`src/rtl/avr_timer_pkg.sv`:
```
// avr_timer_pkg: register addresses, control/status bit positions, clock-select
// encodings and prescaler tap positions shared by the avr_io_timer_cmp files.
package avr_timer_pkg;

  // I/O register addresses on the 3-bit peripheral address bus
  localparam logic [2:0] ADR_TCNTL = 3'd0;
  localparam logic [2:0] ADR_TTMP  = 3'd1;
  localparam logic [2:0] ADR_TCR   = 3'd2;
  localparam logic [2:0] ADR_TSR   = 3'd3;
  localparam logic [2:0] ADR_OCR0L = 3'd4;
  localparam logic [2:0] ADR_OCR1L = 3'd5;

  // TCR bit positions; bits [2:0] hold the clock select
  localparam int TCR_CTC   = 3;
  localparam int TCR_PWMEN = 4;
  localparam int TCR_OCIE1 = 5;
  localparam int TCR_OCIE0 = 6;
  localparam int TCR_TOIE  = 7;

  // TSR bit positions; the remaining bits read as 0
  localparam int TSR_TOV  = 7;
  localparam int TSR_OCF0 = 6;
  localparam int TSR_OCF1 = 5;

  // Clock-select encodings; codes 101-111 behave as stop
  typedef enum logic [2:0] {
    CS_STOP    = 3'b000,
    CS_CLK     = 3'b001,
    CS_DIV16   = 3'b010,
    CS_DIV256  = 3'b011,
    CS_DIV4096 = 3'b100
  } cs_e;

  // Prescaler bits whose falling edge produces the divided ticks
  localparam int TAP_DIV16   = 3;
  localparam int TAP_DIV256  = 7;
  localparam int TAP_DIV4096 = 11;

  // Address of the low-byte register of compare channel k
  function automatic logic [2:0] ocr_addr(input int k);
    return (k == 0) ? ADR_OCR0L : ADR_OCR1L;
  endfunction

endpackage

```
`src/rtl/avr_timer_prescaler.sv`:
```
// avr_timer_prescaler: free-running prescaler producing the timer tick for the
// selected clock source. A synchronous clear restarts the division so the
// first divided tick after a counter load comes a full period later.
module avr_timer_prescaler
  import avr_timer_pkg::*;
#(
  parameter int PRE_W = 12
) (
  input  logic       clk,
  input  logic       rst,
  input  logic       clr,
  input  logic [2:0] cs,
  output logic       tick
);

  logic [PRE_W-1:0] cnt_q, cnt_d;
  logic [2:0]       tap_q, tap_d;
  logic [2:0]       tap_now;
  logic [2:0]       tap_fall;

  assign tap_now  = {cnt_q[TAP_DIV4096], cnt_q[TAP_DIV256], cnt_q[TAP_DIV16]};
  assign tap_fall = tap_q & ~tap_now;

  // Next counter value and previous-tap snapshot, both zeroed by clear
  always_comb begin
    cnt_d = cnt_q + PRE_W'(1);
    tap_d = tap_now;
    if (clr) begin
      cnt_d = '0;
      tap_d = '0;
    end
  end

  // Counter and previous-tap registers
  always_ff @(posedge clk) begin
    if (rst) begin
      cnt_q <= '0;
      tap_q <= '0;
    end else begin
      cnt_q <= cnt_d;
      tap_q <= tap_d;
    end
  end

  // Select the tick source: every cycle, or a falling edge of one tap
  always_comb begin
    tick = 1'b0;
    case (cs_e'(cs))
      CS_STOP:    tick = 1'b0;
      CS_CLK:     tick = 1'b1;
      CS_DIV16:   tick = tap_fall[0];
      CS_DIV256:  tick = tap_fall[1];
      CS_DIV4096: tick = tap_fall[2];
      default:    tick = 1'b0;
    endcase
  end

endmodule

```
`src/rtl/avr_io_timer_cmp.sv`:
```
// avr_io_timer_cmp: 16-bit timer/counter on the 8-bit AVR I/O bus with NCH
// output-compare channels, clear-on-compare mode, write-1-to-clear flags and
// one interrupt line. 16-bit registers are accessed through the TTMP byte.
// Build option AVR_TIMER_PWM_EN: when defined, registered PWM outputs are
// built; otherwise pwm is tied to 0 and TCR.PWMEN is a plain storage bit.
module avr_io_timer_cmp
  import avr_timer_pkg::*;
#(
  parameter int NCH   = 2,
  parameter int PRE_W = 12
) (
  input  logic           clk,
  input  logic           rst,
  input  logic           io_re,
  input  logic           io_we,
  input  logic [2:0]     io_a,
  output logic [7:0]     io_do,
  input  logic [7:0]     io_di,
  output logic           irq,
  output logic [NCH-1:0] pwm
);

  logic [15:0]    tcnt_q, tcnt_d;
  logic [7:0]     ttmp_q, ttmp_d;
  logic [7:0]     tcr_q, tcr_d;
  logic           tov_q, tov_d;
  logic [NCH-1:0] ocf_q, ocf_d;
  logic [15:0]    ocr_q [NCH];
  logic [15:0]    ocr_d [NCH];

  logic           wr;
  logic           commit;
  logic           tick;
  logic [1:0]     ocf_ext;
  logic [1:0]     ocf_clr;
  logic [1:0]     ocie;

  // A read in the same cycle wins over a write; a TCNTL write is a commit
  assign wr      = io_we & ~io_re;
  assign commit  = wr & (io_a == ADR_TCNTL);
  assign ocf_ext = 2'(ocf_q);
  assign ocf_clr = {io_di[TSR_OCF1], io_di[TSR_OCF0]};
  assign ocie    = {tcr_q[TCR_OCIE1], tcr_q[TCR_OCIE0]};

  avr_timer_prescaler #(
    .PRE_W (PRE_W)
  ) u_prescaler (
    .clk  (clk),
    .rst  (rst),
    .clr  (commit),
    .cs   (tcr_q[2:0]),
    .tick (tick)
  );

  // Next-state logic: read-side TTMP latching, bus writes, then counting
  always_comb begin
    tcnt_d = tcnt_q;
    ttmp_d = ttmp_q;
    tcr_d  = tcr_q;
    tov_d  = tov_q;
    ocf_d  = ocf_q;
    ocr_d  = ocr_q;

    if (io_re) begin
      if (io_a == ADR_TCNTL) ttmp_d = tcnt_q[15:8];
      for (int k = 0; k < NCH; k++) begin
        if (io_a == ocr_addr(k)) ttmp_d = ocr_q[k][15:8];
      end
    end

    if (wr) begin
      case (io_a)
        ADR_TCNTL: tcnt_d = {ttmp_q, io_di};
        ADR_TTMP:  ttmp_d = io_di;
        ADR_TCR:   tcr_d  = io_di;
        ADR_TSR: begin
          tov_d = tov_q & ~io_di[TSR_TOV];
          for (int k = 0; k < NCH; k++) ocf_d[k] = ocf_q[k] & ~ocf_clr[k];
        end
        default: begin
          for (int k = 0; k < NCH; k++) begin
            if (io_a == ocr_addr(k)) ocr_d[k] = {ttmp_q, io_di};
          end
        end
      endcase
    end

    // Flag sets come after the clears so a same-cycle event keeps its flag
    if (tick && !commit) begin
      for (int k = 0; k < NCH; k++) begin
        if (tcnt_q == ocr_q[k]) ocf_d[k] = 1'b1;
      end
      if (tcr_q[TCR_CTC] && (tcnt_q == ocr_q[0])) begin
        tcnt_d = 16'h0000;
      end else begin
        tcnt_d = tcnt_q + 16'd1;
        if (tcnt_q == 16'hFFFF) tov_d = 1'b1;
      end
    end
  end

  // Timer state registers
  always_ff @(posedge clk) begin
    if (rst) begin
      tcnt_q <= 16'h0000;
      ttmp_q <= 8'h00;
      tcr_q  <= 8'h00;
      tov_q  <= 1'b0;
      ocf_q  <= '0;
      for (int k = 0; k < NCH; k++) ocr_q[k] <= 16'hFFFF;
    end else begin
      tcnt_q <= tcnt_d;
      ttmp_q <= ttmp_d;
      tcr_q  <= tcr_d;
      tov_q  <= tov_d;
      ocf_q  <= ocf_d;
      ocr_q  <= ocr_d;
    end
  end

  // Combinational read mux; unused addresses and idle cycles return 0
  always_comb begin
    io_do = 8'h00;
    if (io_re) begin
      case (io_a)
        ADR_TCNTL: io_do = tcnt_q[7:0];
        ADR_TTMP:  io_do = ttmp_q;
        ADR_TCR:   io_do = tcr_q;
        ADR_TSR:   io_do = {tov_q, ocf_ext[0], ocf_ext[1], 5'b00000};
        default: begin
          for (int k = 0; k < NCH; k++) begin
            if (io_a == ocr_addr(k)) io_do = ocr_q[k][7:0];
          end
        end
      endcase
    end
  end

  // Interrupt request: any status flag whose enable is set
  always_comb begin
    irq = (tov_q & tcr_q[TCR_TOIE]) | (|(ocf_ext & ocie));
  end

`ifdef AVR_TIMER_PWM_EN
  logic [NCH-1:0] pwm_q, pwm_d;

  // Each PWM output is high while the count is below its compare value
  always_comb begin
    pwm_d = '0;
    for (int k = 0; k < NCH; k++) begin
      pwm_d[k] = tcr_q[TCR_PWMEN] & (tcnt_q < ocr_q[k]);
    end
  end

  // PWM output registers
  always_ff @(posedge clk) begin
    if (rst) pwm_q <= '0;
    else     pwm_q <= pwm_d;
  end

  assign pwm = pwm_q;
`else
  assign pwm = '0;
`endif

endmodule
```
`config.mk`:
```
export PLATFORM = sky130hd
export DESIGN_NAME = avr_io_timer_cmp
export DESIGN_NICKNAME = d
export VERILOG_FILES = /design/src/rtl/avr_timer_pkg.sv /design/src/rtl/avr_timer_prescaler.sv /design/src/rtl/avr_io_timer_cmp.sv
export SDC_FILE = /design/constraint.sdc
export NUM_CORES = 1
export LEC_CHECK = 0
export BUFFER_PORTS_ARGS = -buffer_cell sky130_fd_sc_hd__buf_2
export CAP_MARGIN = 20
export CORE_ASPECT_RATIO = 1.75
export CORE_MARGIN = 5
export CORE_UTILIZATION = 25
export DETAILED_ROUTE_END_ITERATION = 10
export HOLD_SLACK_MARGIN = 0.12
export PLACE_DENSITY_LB_ADDON = 0.08
export SLEW_MARGIN = 15
export SYNTH_ARGS = -nofsm -noshare
export SYNTH_HDL_FRONTEND = slang
export SYNTH_SLANG_ARGS = --single-unit
```
`constraint.sdc`:
```
create_clock -name clk -period 2 [get_ports clk]
set_clock_uncertainty 0.1 [all_clocks]
set_input_delay 0.2 -clock clk [delete_from_list [all_inputs] [get_ports clk]]
set_output_delay 0.2 -clock clk [all_outputs]
set_load 0.005 [all_outputs]
```
==> Word level (Yosys, flattened, before mapping) <==
Index checks and enable logic that the tools add are counted.
{ "word_totals": {"regBits": 82, "word_cells": 76, "output_inout_bits": 11} }
{ "classes": {"n_bitwise": 15, "n_mux": 25, "eq_ne": 12, "n_reduce_logical": 13, "add_sub_neg": 2} }
{ "ops": {"columns": ["op", "n"], "rows": [
  ["$mux W8", 9],
  ["$mux W16", 4],
  ["$eq A16 B16 Y1", 2],
  ["$pmux W8 S4", 1],
  ["$add A16 B1 Y16 const B", 1],
  ["$eq A16 B16 Y1 const B", 1],
  ["$add A12 B1 Y12 const B", 1],
  ["$eq A3 B2 Y1 const B", 4],
  ["$eq A3 B3 Y1 const B", 3],
  ["$mux W1", 7],
  ["$and A1 B1 Y1", 6],
  ["$eq A3 B1 Y1 const B", 2],
  ["$mux W2", 3],
  ["$reduce_and A3 Y1", 2],
  ["$not A1 Y1", 5],
  ["$pmux W1 S4", 1],
  ["$reduce_and A2 Y1", 2],
  ["$reduce_bool A2 Y1", 2],
  ["$reduce_or A2 Y1", 2],
  ["$reduce_or A4 Y1", 1],
  ["$and A3 B3 Y3", 1],
  ["$logic_not A3 Y1", 1],
  ["$not A3 Y3", 1],
  ["$and A2 B2 Y2", 1],
  ["other kinds (3)", 4]
]} }

==> Longest topological paths before layout <==
Gate-level depths: netlist of run 1.
{ "logic_depth": {"depth_word": 7, "mapped_depth": 8} }

==> Cells and area by module <==
Synthesis of run 1 repeated with hierarchy kept, for this count alone.
{ "unflattened": {"hier_cells": 587, "hier_area_um2": 4734.5} }
{ "by_module_without_submodules": {"columns": ["module", "area_per_inst_um2", "instances", "cells_each", "seq_area_each_um2"], "rows": [
  ["avr_io_timer_cmp", 4092.7, 1, 516, 1341.3],
  ["avr_timer_prescaler", 641.9, 1, 71, 300.3]
]} }

==> Least setup slack after synthesis of run 1 <==
OpenSTA, ideal clock, no wires.
{ "synth_path": {"path_kind": "register -> register", "startpoint": "reg tcnt_q[1]", "endpoint": "reg tcnt_q[14]", "required_ns": 1.772, "slack_ns": 0.036, "stages_incl_launch_ff": 9, "arrival_ns": 1.737, "synth_period_minus_slack_ns": 1.964, "cell_sequence": "dfxtp_1 ha_1 and4_1 and3_1 clkbuf_1 nand3_1 xnor2_1 a222oi_1 nor2_1"} }
{ "synth_via": {"elab_chain_cells": 4, "elab_cells_between_ends": 5, "classes_between": "1 x add/sub; 1 x eq/ne; 2 x mux; 1 x reduce/logical"} }
{ "synth_lines": {"columns": ["item", "line", "rtl"], "rows": [
  ["start, declared", "avr_io_timer_cmp.sv:23", "logic [15:0] tcnt_q, tcnt_d;"],
  ["start signal, assigned", "avr_io_timer_cmp.sv:112", "tcnt_q <= tcnt_d;"],
  ["parallel branches: the longest is 2 deep, another holds $add A16 B1 Y16", null, null],
  ["$mux W16 (*)", "avr_io_timer_cmp.sv:93", "if (tcr_q[TCR_CTC] && (tcnt_q == ocr_q[0])) begin"],
  ["$mux W16 (*)", "avr_io_timer_cmp.sv:89", "if (tick && !commit) begin"]
]} }
Mark *: on every way between the ends.
A chain may end at the register's enable or synchronous reset.

==> Worst setup path in the final report of run 1 <==
{ "layout_path": {"startpoint": "reg tcnt_q[8]", "endpoint": "reg tcnt_q[15]"} }
The elaborated chain is that of the path after synthesis.

==> insert_results.sql, run 1 <==
INSERT INTO impl_metrics (metric_group, metric, value, unit) VALUES
('logic_synthesis', 'synthDistinctLibCells', '48', ''),
('finish', 'non_filler_instances', '854', ''),
('logic_synthesis', 'synthDominantCellAreaShare', '0.359', ''),
('worst_setup_path', 'crit_path_end', 'tcnt_q[15]$_SDFFE_PP0P_', ''),
('drt', 'avgRoutedWirePerCell', '20.3', 'microns'),
('worst_setup_path', 'critPathLaunch', 'tcnt_q[8]$_SDFFE_PP0P_', ''),
('drt', 'drt_wl_total', '17.3', 'mm'),
('power', 'power_density', '646', 'mW/mm^2'),
('timing', 'fmax', '0.504', 'GHz'),
('logic_synthesis', 'post_synth_inst_count', '530', ''),
('drt', 'dr.pass1.iters', '5', ''),
('grt', 'grt_start_max_net_pins', '48', ''),
('placement', 'placedInstanceArea', '0.00543', 'sq mm'),
('logic_synthesis', 'ys.flop_type', 'sky130_fd_sc_hd__dfxtp_1', ''),
('finish', 'n_antenna_cell', '0', ''),
('power', 'vdd_drop_max', '0.000310', 'V'),
('timing', 'rsz_0062_raised_after_global_routing', 'true', ''),
('logic_synthesis', 'synth.cell_area', '0.00458', 'sq mm'),
('worst_setup_path', 'setup.worst_path.start_class', 'register', ''),
('timing', 'layout_min_cycle_time', '1980', 'ps'),
('placement', 'global_placer_s_final_weighted_congestion', '0.827', ''),
('worst_setup_path', 'ff2ff_path_depth', '7', ''),
('logic_synthesis', 'synthesis.area_per_instance', '8.64', 'sq um'),
('worst_setup_path', 'timing.critical_path.to_type', 'register', ''),
('job', 'cap_viol_max_count', '0', ''),
('timing', 'finalSetupViolCount', '0', ''),
('floorplan', 'core-area', '0.0181', 'sq mm'),
('floorplan', 'rows', '65', ''),
('placement', 'port_buffers', '23', ''),
('finish', 'stdcell_area', '0.00603', 'sq mm'),
('worst_setup_path', 'reg2reg_slack', '20', 'ps'),
('logic_synthesis', 'yosys-top-cells-area', 'sky130_fd_sc_hd__dfxtp_1 (36%), sky130_fd_sc_hd__xnor2_1 (7.3%), sky130_fd_sc_hd__a211o_1 (6.1%)', ''),
('floorplan', 'num_io_pins', '26', ''),
('grt', 'first_global_vias', '4357', ''),
('grt', 'global_route.usage.total', '0.166', ''),
('logic_synthesis', 'seq_area_frac_synth', '0.359', ''),
('timing', 'finalHoldViolations', '0', ''),
('clocking', 'clock-root-buffer', 'sky130_fd_sc_hd__clkbuf_16', ''),
('clocking', 'clock_path_buffers', '2', ''),
('timing', 'finalHoldWorstSlack', '135', 'ps'),
('clocking', 'path_clk_slew', '60', 'ps'),
('drt', 'detail-route-antenna-nets', '0', ''),
('worst_setup_path', 'rr_endpoint', 'tcnt_q[15]$_SDFFE_PP0P_', ''),
('placement', 'place.detailed.instances', '822', ''),
('drt', 'drcViolationCount', '0', ''),
('floorplan', 'die_width', '112', 'microns'),
('worst_setup_path', 'critical_path_arrival', '2100', 'ps'),
('logic_synthesis', 'synth_most_common_cell', 'sky130_fd_sc_hd__dfxtp_1', ''),
('logic_synthesis', 'count_of_flip_flops_with_a_built_in_enable_after_synthesis', '0', ''),
('clocking', 'cts_bufs_inserted', '9', ''),
('power', 'power.static_leakage', '2.27', 'nW'),
('timing', 'finalSetupTns', '0', 'ps'),
('worst_setup_path', 'criticalPathCategory', 'register to register', ''),
('timing', 'final_min_period_over_clock_period', '0.992', ''),
('floorplan', 'start_util', '0.253', ''),
('finish', 'layout-drive-gt1-share', '0.300', ''),
('logic_synthesis', 'ys_top_cells_by_count', 'sky130_fd_sc_hd__dfxtp_1 (82), sky130_fd_sc_hd__nor2_1 (50), sky130_fd_sc_hd__a21oi_1 (39)', ''),
('logic_synthesis', 'synthDominantAreaCellType', 'sky130_fd_sc_hd__dfxtp_1', ''),
('worst_setup_path', 'critical_path.max_fanout', '6', ''),
('timing', 'finalMaxSlewViolations', '0', ''),
('drt', 'via_count', '4268', ''),
('hold_path', 'hold_path_startpoint', 'io_di[2]', ''),
('logic_synthesis', 'async_s_r_ff_share_synth', '0', ''),
('grt', 'grt_first_pass_wirelength', '26.5', 'mm'),
('worst_setup_path', 'r2r_start', 'tcnt_q[8]$_SDFFE_PP0P_', ''),
('hold_path', 'holdPathStages', '3', ''),
('clocking', 'clock_sink_count', '82', ''),
('clocking', 'clkLatencyLatePin', '340', 'ps'),
('finish', 'layout-area-overhead-vs-synth', '31.8', '%'),
('clocking', 'cts_htree_levels', '3', ''),
('status', 'outcome', 'completed', '');
-- where the power goes --
group          internal (W)  total, W  switching (W)  leakage (nW)
Combinational      0.000193  0.000441       0.000249          1.45
Sequential          0.00167   0.00172      0.0000439         0.668
Clock               0.00106   0.00174       0.000678         0.152
-- routing by layer --
metal	GRT usage	vias to the layer above	routed length, microns
met1	0.183	2086	6730
met5	0	-	0
met2	0.302	87	9130
li1	-	2059	-
met3	0.0278	36	587
met4	0.0870	0	850
-- worst max-delay path: stages (launching register included) --
cell and delay (ps):
sky130_fd_sc_hd__dfxtp_1 370, sky130_fd_sc_hd__xnor2_1 150, sky130_fd_sc_hd__nand4_1 260, sky130_fd_sc_hd__nor4_4 290, sky130_fd_sc_hd__buf_4 170, sky130_fd_sc_hd__a21boi_4 90, sky130_fd_sc_hd__a222oi_1 330, sky130_fd_sc_hd__nor2_1 90
-- timing repair --
action	4_1_cts	5_1_grt
resized for setup	14	30
pin swaps	5	19
setup endpoints to repair	17	21
endpoints found under the hold margin	6	1
gates cloned	1	0
hold buffers	3	1
buffers inserted	6	6
-- registers in the layout (all words and copies together) (netlist names) --
| signal | flops |
|---|---|
| tcnt_q | 16 |
| u_prescaler.cnt_q | 12 |
| ocf_ext | 2 |
| ocr_q | 32 |
| u_prescaler.tap_q | 3 |
| tov_q | 1 |
| ttmp_q | 8 |
| tcr_q | 8 |
-- worst min-delay path by stage --
stage	endpoint
2_1_floorplan	ocr_q[0]$_SDFFE_PP1P_
3_3_place_gp	u_prescaler.cnt_q[0]$_SDFF_PP0_
3_5_place_dp	u_prescaler.cnt_q[0]$_SDFF_PP0_
4_1_cts	tcr_q[4]$_SDFFE_PP0P_
5_1_grt	tcr_q[4]$_SDFFE_PP0P_
6_report	tcr_q[2]$_SDFFE_PP0P_
-- metrics by stage --
step	setup WS (ps)	total power (W)	util
finish	16.2	0.00390	0.334
global route	-134	0.00407	0.334
CTS	-7.18	0.00394	0.326
detailed placement	-381	0.00217	0.301
global placement	-333	0.00217	0.301
floorplan	35.5	0.00196	-
-- area by class of cell --
type                       count  area (sq um)
fill                        1943         12000
multi-input combinational    391          2780
sequential                    82          1660
timing repair buffer         121           951
tap                          234           293
clock buffer                  13           270
inverter                      11          41.3
clock inverter                 2          35.0
-- cell usage in the layout, fill, tap and decap left out, types with 5 or more instances in the layout --
master                      count
sky130_fd_sc_hd__inv_1          8
sky130_fd_sc_hd__mux2i_1       11
sky130_fd_sc_hd__xnor2_2        5
sky130_fd_sc_hd__a21oi_1       35
sky130_fd_sc_hd__xnor2_1       33
sky130_fd_sc_hd__buf_12         6
sky130_fd_sc_hd__and3_1         6
sky130_fd_sc_hd__nand4_1       14
sky130_fd_sc_hd__buf_2         23
sky130_fd_sc_hd__o221ai_1       8
sky130_fd_sc_hd__nor2b_1       35
sky130_fd_sc_hd__a22oi_1        6
sky130_fd_sc_hd__xor2_1        11
sky130_fd_sc_hd__dfxtp_1       68
sky130_fd_sc_hd__o22ai_1        7
sky130_fd_sc_hd__a222oi_1       7
sky130_fd_sc_hd__o21ai_0       10
sky130_fd_sc_hd__nor2_1        49
sky130_fd_sc_hd__dfxtp_2       14
sky130_fd_sc_hd__and2_1        17
sky130_fd_sc_hd__nand3_1       17
sky130_fd_sc_hd__clkbuf_16      9
sky130_fd_sc_hd__nand2_1       26
sky130_fd_sc_hd__o21ai_1        7
sky130_fd_sc_hd__a211o_1       32
sky130_fd_sc_hd__buf_4         84
-- logic make-up (layout without fill, tap and decap cells) --
| logic type | count (synthesis) | in the layout | synth area share |
|---|---|---|---|
| xor+xnor | 49 | 49 | 0.0938 |
| fa+ha+maj | 2 | 2 | 0.00547 |
| other cells | 1 | 2 | 0.000819 |
| buf+inv | 59 | 147 | 0.0640 |
| compound gates | 131 | 132 | 0.207 |
| simple gates | 190 | 190 | 0.227 |
| flops | 82 | 82 | 0.359 |
| mux | 16 | 16 | 0.0432 |
(Power assumes the default switching activity.)
==> run 2, diff against run 1 <==
clock period = 2.16 ns   (was 2 ns; I/O delays follow)
==> run 2 against run 1 <==
  * Global-route usage is 0.21 points lower
  * Sequential share of layout area is 1.6 points higher
  * Setup slack better by 41 ps
  * Register-to-register slack better by 100 ps
  * Cell count is 3.4% lower
  * Final area is 6.3% lower
==> insert_results.sql, run 2 (synthesis gave the netlist of run 1 again) <==
INSERT INTO impl_metrics (metric_group, metric, value, unit) VALUES
('status', 'outcome', 'completed', ''),
('grt', 'first_global_vias', '4290', ''),
('drt', 'drt_wl_total', '17.3', 'mm'),
('timing', 'fmax', '0.476', 'GHz'),
('timing', 'worst_slew_pin_slew', '773', 'ps'),
('worst_setup_path', 'critical_path_arrival', '1790', 'ps'),
('drt', 'route.detailed.vias_per_inst', '5.09', ''),
('floorplan', 'die_height', '189', 'microns'),
('worst_setup_path', 'setup.worst_path.start_class', 'register', ''),
('clocking', 'clock_sink_count', '82', ''),
('finish', 'non_filler_instances', '825', ''),
('floorplan', 'core-area', '0.0181', 'sq mm'),
('drt', 'route.met3.wl', '638', 'microns'),
('timing', 'finalSetupViolCount', '0', ''),
('worst_setup_path', 'rr_endpoint', 'tcnt_q[1]$_SDFFE_PP0P_', ''),
('finish', 'layout.nets', '603', ''),
('power', 'power.static_leakage', '2.09', 'nW'),
('drt', 'dr.pass1.iters', '5', ''),
('worst_setup_path', 'ff2ff_path_depth', '8', ''),
('drt', 'avgRoutedWirePerCell', '20.9', 'microns'),
('worst_setup_path', 'critical_path.cell_chain', 'buf_4 -> mux4_2 -> inv_1 -> o22ai_1 -> and2_1 -> buf_2', ''),
('drt', 'drcViolationCount', '0', ''),
('worst_setup_path', 'total_buffers_and_inverters_traversed_by_the_critical_path', '3', ''),
('clocking', 'tritoncts', 'yes', ''),
('job', 'cap_viol_max_count', '0', ''),
('floorplan', 'rows', '65', ''),
('grt', 'globalRoute.totalOverflow', '0', ''),
('worst_setup_path', 'criticalPathCategory', 'register to output pin', ''),
('drt', 'met2_layer_wire_length_in_the_routed_design', '9.54', 'mm'),
('worst_setup_path', 'critPathRequiredTime', '1840', 'ps'),
('floorplan', 'die_width', '112', 'microns'),
('worst_setup_path', 'timing.critical_path.to_type', 'output pin', ''),
('finish', 'final_cell_mix', 'sky130_fd_sc_hd__dfxtp_1 (81), sky130_fd_sc_hd__buf_4 (64), sky130_fd_sc_hd__nor2_1 (50), sky130_fd_sc_hd__a21oi_1 (38), sky130_fd_sc_hd__nor2b_1 (35)', ''),
('worst_setup_path', 'critical_path_depth', '6', ''),
('worst_setup_path', 'worst_path_max_delay_cell', 'sky130_fd_sc_hd__mux4_2', ''),
('timing', 'rsz_0062_raised_after_global_routing', 'true', ''),
('placement', 'post-dp-hpwl', '12.8', 'mm'),
('finish', 'final_common_cell', 'sky130_fd_sc_hd__dfxtp_1', ''),
('clocking', 'cts_htree_levels', '3', ''),
('clocking', 'clock_path_buffers', '2', ''),
('drt', 'dr.max_layer_used', 'met4', ''),
('finish', 'stdcell_area', '0.00565', 'sq mm'),
('placement', 'place.detailed.instances', '803', ''),
('worst_setup_path', 'r2r_start', 'ocr_q[26]$_SDFFE_PP1P_', ''),
('finish', 'registers.top_by_ff_count', 'ocr_q', ''),
('placement', 'placedInstanceArea', '0.00524', 'sq mm'),
('worst_setup_path', 'crit_path_max_incr_delay', '460', 'ps'),
('power', 'vdd_drop_max', '0.000280', 'V'),
('grt', 'grt_first_pass_wirelength', '26.2', 'mm'),
('timing', 'finalMaxSlewViolations', '0', ''),
('grt', 'global_route.usage.total', '0.164', ''),
('drt', 'via_count', '4202', ''),
('timing', 'finalHoldViolations', '0', ''),
('clocking', 'clock-root-buffer', 'sky130_fd_sc_hd__clkbuf_16', ''),
('finish', 'layout.area.seq', '0.00164', 'sq mm'),
('grt', 'grt_antenna_before_repair', '0', ''),
('floorplan', 'num_io_pins', '26', ''),
('worst_setup_path', 'crit_path_end', 'io_do[7]', ''),
('drt', 'detail-route-antenna-nets', '0', ''),
('worst_setup_path', 'reg2reg_slack', '120', 'ps'),
('timing', 'finalHoldWorstSlack', '133', 'ps'),
('finish', 'layout-area-overhead-vs-synth', '23.5', '%'),
('hold_path', 'min-delay-path-class', 'primary input to register', ''),
('clocking', 'cts_bufs_inserted', '9', ''),
('drt', 'wl_met1', '6.48', 'mm'),
('floorplan', 'die_area', '0.0212', 'sq mm'),
('timing', 'final_min_period_over_clock_period', '0.974', ''),
('power', 'power_density', '624', 'mW/mm^2'),
('placement', 'global_placer_s_final_weighted_congestion', '0.871', ''),
('finish', 'largest_register_ff_count', '32', ''),
('clocking', 'path_clk_slew', '70', 'ps'),
('finish', 'n_antenna_cell', '0', ''),
('clocking', 'clkLatencyLatePin', '350', 'ps'),
('worst_setup_path', 'critPathLaunch', 'tcnt_q[7]$_SDFFE_PP0P_', ''),
('timing', 'max_slew_margin', '0.481', ''),
('worst_setup_path', 'critical_path.max_fanout', '9', ''),
('finish', 'utilization', '0.313', ''),
('worst_setup_path', 'critPathTopFamily', 'multiplexers', ''),
('finish', 'largest_registers', 'ocr_q (32), tcnt_q (16), u_prescaler.cnt_q (12)', ''),
('grt', 'grt_start_max_net_pins', '50', ''),
('timing', 'layout_min_cycle_time', '2100', 'ps'),
('finish', 'layout-drive-gt1-share', '0.225', ''),
('finish', 'layout.filler_cells', '1943', ''),
('floorplan', 'start_util', '0.253', ''),
('drt', 'drt_iter0_markers', '242', ''),
('finish', 'multiInputGateArea', '0.00273', 'sq mm'),
('power', 'post-layout-total-power', '0.00353', 'W'),
('placement', 'port_buffers', '23', '');
-- run 2: cell types whose count changed in the layout (fill, tap and decap cells not counted), sizes merged --
cell,change
buf,-28
clkbuf,-4
clkinv,+4
clkinvlp,+1
dlygate4sd3,-2
-- run 2: tightest hold or removal path, stage by stage --
cell	delay, ps
sky130_fd_sc_hd__buf_2	170
sky130_fd_sc_hd__nand3_1	90
sky130_fd_sc_hd__a21oi_1	50
-- run 2: report_power, final --
group / internal, W / switching, W / total (W)
registers: 0.00155 / 0.0000442 / 0.00159
logic: 0.000151 / 0.000221 / 0.000372
clock network: 0.000894 / 0.000672 / 0.00157
total: 0.00259 / 0.000937 / 0.00353
-- run 2: routing by layer --
layer  global-route usage  vias to the layer above
li1                     -                     1999
met1                0.175                     2063
met2                0.308                      111
met3               0.0237                       29
met4               0.0856                        0
met5                    0                        -
-- run 2: area by class of cell --
class                   instances  share of cell area
multi-input cells             391               0.482
flip-flops and latches         82               0.291
repair buffers                 91               0.116
well taps                     234              0.0518
clock buffers                   9              0.0398
clock inverters                 7              0.0124
inverters                      11             0.00730
-- run 2: stage by stage --
stage	setup slack, ps	setup TNS (ps)
after floorplan	196	0
after global routing	-11.4	-20.8
after CTS	3.61	0
after global placement	-149	-654
after detailed placement	-166	-753
final	57.1	0
-- run 2: how the worst min path moves through the flow --
| stage | from | endpoint | cells past startpoint |
|---|---|---|---|
| after CTS | io_di[1] | tcr_q[1]$_SDFFE_PP0P_ | 3 |
| after global routing | io_di[1] | tcr_q[1]$_SDFFE_PP0P_ | 3 |
| after global placement | u_prescaler.cnt_q[0]$_SDFF_PP0_ | u_prescaler.cnt_q[0]$_SDFF_PP0_ | 1 |
| after detailed placement | u_prescaler.cnt_q[0]$_SDFF_PP0_ | u_prescaler.cnt_q[0]$_SDFF_PP0_ | 1 |
| final | io_di[1] | tcr_q[1]$_SDFFE_PP0P_ | 3 |
| after floorplan | io_di[0] | ocr_q[0]$_SDFFE_PP1P_ | 1 |
-- run 2: timing repair --
item,4_1_cts,5_1_grt
endpoints found under the setup margin,13,16
hold endpoints to repair,4,0
hold buffers,2,0
buffers inserted,0,3
resized for setup,1,10
pin swaps,0,4
gates cloned,0,1
==> run 3, diff against run 2 <==
CORE_MARGIN = default   (was 5)
==> run 3 against run 2 <==
  * Routed wire length shrank 1.5%
  * Worst hold slack gained 12 ps
  * Count of clock-buffer cells in the layout grew 3
  * Critical endpoint is now tcnt_q[0]$_SDFFE_PP0P_
  * Largest cell class unchanged
  * Power shrank 2.6%
  * Cell count grew 0.24%
  * Largest power group unchanged
  * Via count shrank 1.4%
==> insert_results.sql, run 3 (synthesis gave the netlist of run 1 again) <==
INSERT INTO impl_metrics (metric_group, metric, value, unit) VALUES
('finish', 'layout-drive-gt1-share', '0.211', ''),
('clocking', 'cts_htree_levels', '3', ''),
('finish', 'largest_register_ff_count', '32', ''),
('finish', 'layout-area-overhead-vs-synth', '22.9', '%'),
('worst_setup_path', 'reg2reg_slack', '100', 'ps'),
('placement', 'port_buffers', '23', ''),
('worst_setup_path', 'crit_path_max_incr_delay', '350', 'ps'),
('timing', 'finalSetupViolCount', '0', ''),
('floorplan', 'rows', '65', ''),
('grt', 'first_global_vias', '4155', ''),
('timing', 'final_min_period_over_clock_period', '0.952', ''),
('worst_setup_path', 'cpMostUsedCell', 'sky130_fd_sc_hd__buf_4', ''),
('power', 'power_density', '611', 'mW/mm^2'),
('drt', 'drt_wl_total', '17.0', 'mm'),
('worst_setup_path', 'criticalPathCategory', 'register to register', ''),
('floorplan', 'start_util', '0.255', ''),
('worst_setup_path', 'timing.critical_path.to_type', 'register', ''),
('clocking', 'clkLatencyLatePin', '350', 'ps'),
('worst_setup_path', 'worst_path_max_delay_cell', 'sky130_fd_sc_hd__nor4_4', ''),
('grt', 'global_route.usage.total', '0.186', ''),
('drt', 'avgRoutedWirePerCell', '20.6', 'microns'),
('finish', 'final_common_cell', 'sky130_fd_sc_hd__dfxtp_1', ''),
('drt', 'detail-route-antenna-nets', '0', ''),
('power', 'vdd_drop_max', '0.000255', 'V'),
('timing', 'finalSetupTns', '0', 'ps'),
('power', 'power.static_leakage', '2.06', 'nW'),
('grt', 'grt_antenna_before_repair', '0', ''),
('placement', 'global_placer_s_final_weighted_congestion', '0.831', ''),
('drt', 'drt_iter0_markers', '190', ''),
('floorplan', 'core-area', '0.0180', 'sq mm'),
('floorplan', 'die_height', '181', 'microns'),
('timing', 'finalHoldViolations', '0', ''),
('hold_path', 'holdPathStages', '3', ''),
('timing', 'finalHoldWorstSlack', '146', 'ps'),
('worst_setup_path', 'critical_path.max_fanout', '7', ''),
('timing', 'layout_min_cycle_time', '2060', 'ps'),
('clocking', 'clock_path_buffers', '2', ''),
('hold_path', 'min-delay-path-class', 'primary input to register', ''),
('worst_setup_path', 'critical_path.cell_chain', 'buf_4 -> xnor2_1 -> nand4_1 -> nor4_4 -> buf_4 -> a21boi_4 -> a221oi_1 -> a211oi_1', ''),
('status', 'outcome', 'completed', ''),
('timing', 'max_slew_margin', '0.466', ''),
('clocking', 'clock-root-buffer', 'sky130_fd_sc_hd__clkbuf_16', ''),
('finish', 'utilization', '0.313', ''),
('drt', 'dr.pass1.iters', '5', ''),
('worst_setup_path', 'ff2ff_path_depth', '8', ''),
('drt', 'via_count', '4145', ''),
('timing', 'worst_slew_pin_slew', '796', 'ps'),
('floorplan', 'die_area', '0.0189', 'sq mm'),
('worst_setup_path', 'rr_endpoint', 'tcnt_q[0]$_SDFFE_PP0P_', ''),
('worst_setup_path', 'r2r_start', 'tcnt_q[0]$_SDFFE_PP0P_', ''),
('placement', 'post-dp-hpwl', '12.8', 'mm'),
('finish', 'n_antenna_cell', '0', ''),
('hold_path', 'whs_endpoint', 'tcr_q[3]$_SDFFE_PP0P_', ''),
('worst_setup_path', 'setup.worst_path.start_class', 'register', ''),
('hold_path', 'hold_path_startpoint', 'io_di[3]', ''),
('finish', 'final_cell_mix', 'sky130_fd_sc_hd__dfxtp_1 (82), sky130_fd_sc_hd__buf_4 (63), sky130_fd_sc_hd__nor2_1 (50), sky130_fd_sc_hd__a21oi_1 (39), sky130_fd_sc_hd__xnor2_1 (38)', ''),
('drt', 'route.detailed.vias_per_inst', '5.01', ''),
('clocking', 'tritoncts', 'yes', ''),
('finish', 'largest_registers', 'ocr_q (32), tcnt_q (16), u_prescaler.cnt_q (12)', ''),
('grt', 'grt_start_max_net_pins', '49', ''),
('timing', 'finalMaxSlewViolations', '0', ''),
('drt', 'drcViolationCount', '0', ''),
('timing', 'rsz_0062_raised_after_global_routing', 'false', ''),
('grt', 'globalRoute.totalOverflow', '0', ''),
('clocking', 'path_clk_slew', '70', 'ps'),
('clocking', 'cts_bufs_inserted', '9', ''),
('floorplan', 'num_io_pins', '26', ''),
('worst_setup_path', 'critical_path_arrival', '2180', 'ps'),
('finish', 'layout.nets', '605', ''),
('finish', 'registers.top_by_ff_count', 'ocr_q', ''),
('finish', 'layout.filler_cells', '1911', ''),
('timing', 'fmax', '0.486', 'GHz'),
('floorplan', 'die_width', '104', 'microns'),
('grt', 'grt_first_pass_wirelength', '25.6', 'mm'),
('clocking', 'clock_sink_count', '82', ''),
('worst_setup_path', 'critPathRequiredTime', '2290', 'ps'),
('job', 'cap_viol_max_count', '0', '');
[run 3: layer usage]
layer	track usage	vias up	share of wire
met1	0.200	2010	0.39
met2	0.349	105	0.54
met4	0.0840	0	0.035
met5	0	-	0
met3	0.0281	30	0.032
li1	-	2000	-
[run 3: repair_timing]
action                                  4_1_cts  5_1_grt
pin swaps                                     0        4
hold buffers                                  4        0
gates cloned                                  0        1
hold endpoints to repair                      7        0
setup buffers                                 0        2
resized for setup                             1        2
endpoints found under the setup margin        6       12
[run 3: final cells by class]
type                       count  area [sq um]  area share
multi-input combinational    391          2680       0.476
sequential                    82          1640       0.292
timing repair buffer          93           688       0.122
tap                          234           293      0.0520
clock buffer                  12           256      0.0456
inverter                      11          41.3     0.00734
clock inverter                 4          26.3     0.00467
[run 3: critical path: cells and delay by family, from the launching register on]
kind | cells | cell delay (ps)
compound gates | 3 | 470
xor+xnor | 1 | 180
buf+inv | 2 | 340
flops | 1 | 320
simple gates | 2 | 520
[run 3: report_power, final]
part	total (W)	switching, W	internal (W)	leakage [nW]
sequential	0.00159	0.0000433	0.00155	0.665
clock	0.00148	0.000635	0.000840	0.139
combinational	0.000372	0.000221	0.000151	1.26
[run 3: how the worst max path moves through the flow]
stage | startpoint | end | depth (start not counted)
2_1_floorplan | tcnt_q[1]$_SDFFE_PP0P_ | tcnt_q[14]$_SDFFE_PP0P_ | 8
3_3_place_gp | tcr_q[2]$_SDFFE_PP0P_ | tcnt_q[3]$_SDFFE_PP0P_ | 6
6_report | tcnt_q[0]$_SDFFE_PP0P_ | tcnt_q[0]$_SDFFE_PP0P_ | 8
3_5_place_dp | tcr_q[2]$_SDFFE_PP0P_ | tcnt_q[7]$_SDFFE_PP0P_ | 6
4_1_cts | tcr_q[1]$_SDFFE_PP0P_ | tcnt_q[2]$_SDFFE_PP0P_ | 6
5_1_grt | tcnt_q[0]$_SDFFE_PP0P_ | tcnt_q[8]$_SDFFE_PP0P_ | 8
[run 3: through the flow]
| stage | worst slack [ps] | total power (W) | std cells | cell area [sq um] |
|---|---|---|---|---|
| detailed placement | -153 | 0.00199 | 804 | 5260 |
| global route | 1.82 | 0.00358 | 827 | 5630 |
| CTS | 32.8 | 0.00351 | 824 | 5590 |
| global placement | -134 | 0.00199 | 804 | 5260 |
| floorplan | 196 | 0.00182 | 531 | 4580 |
| finish | 103 | 0.00344 | 827 | 5630 |
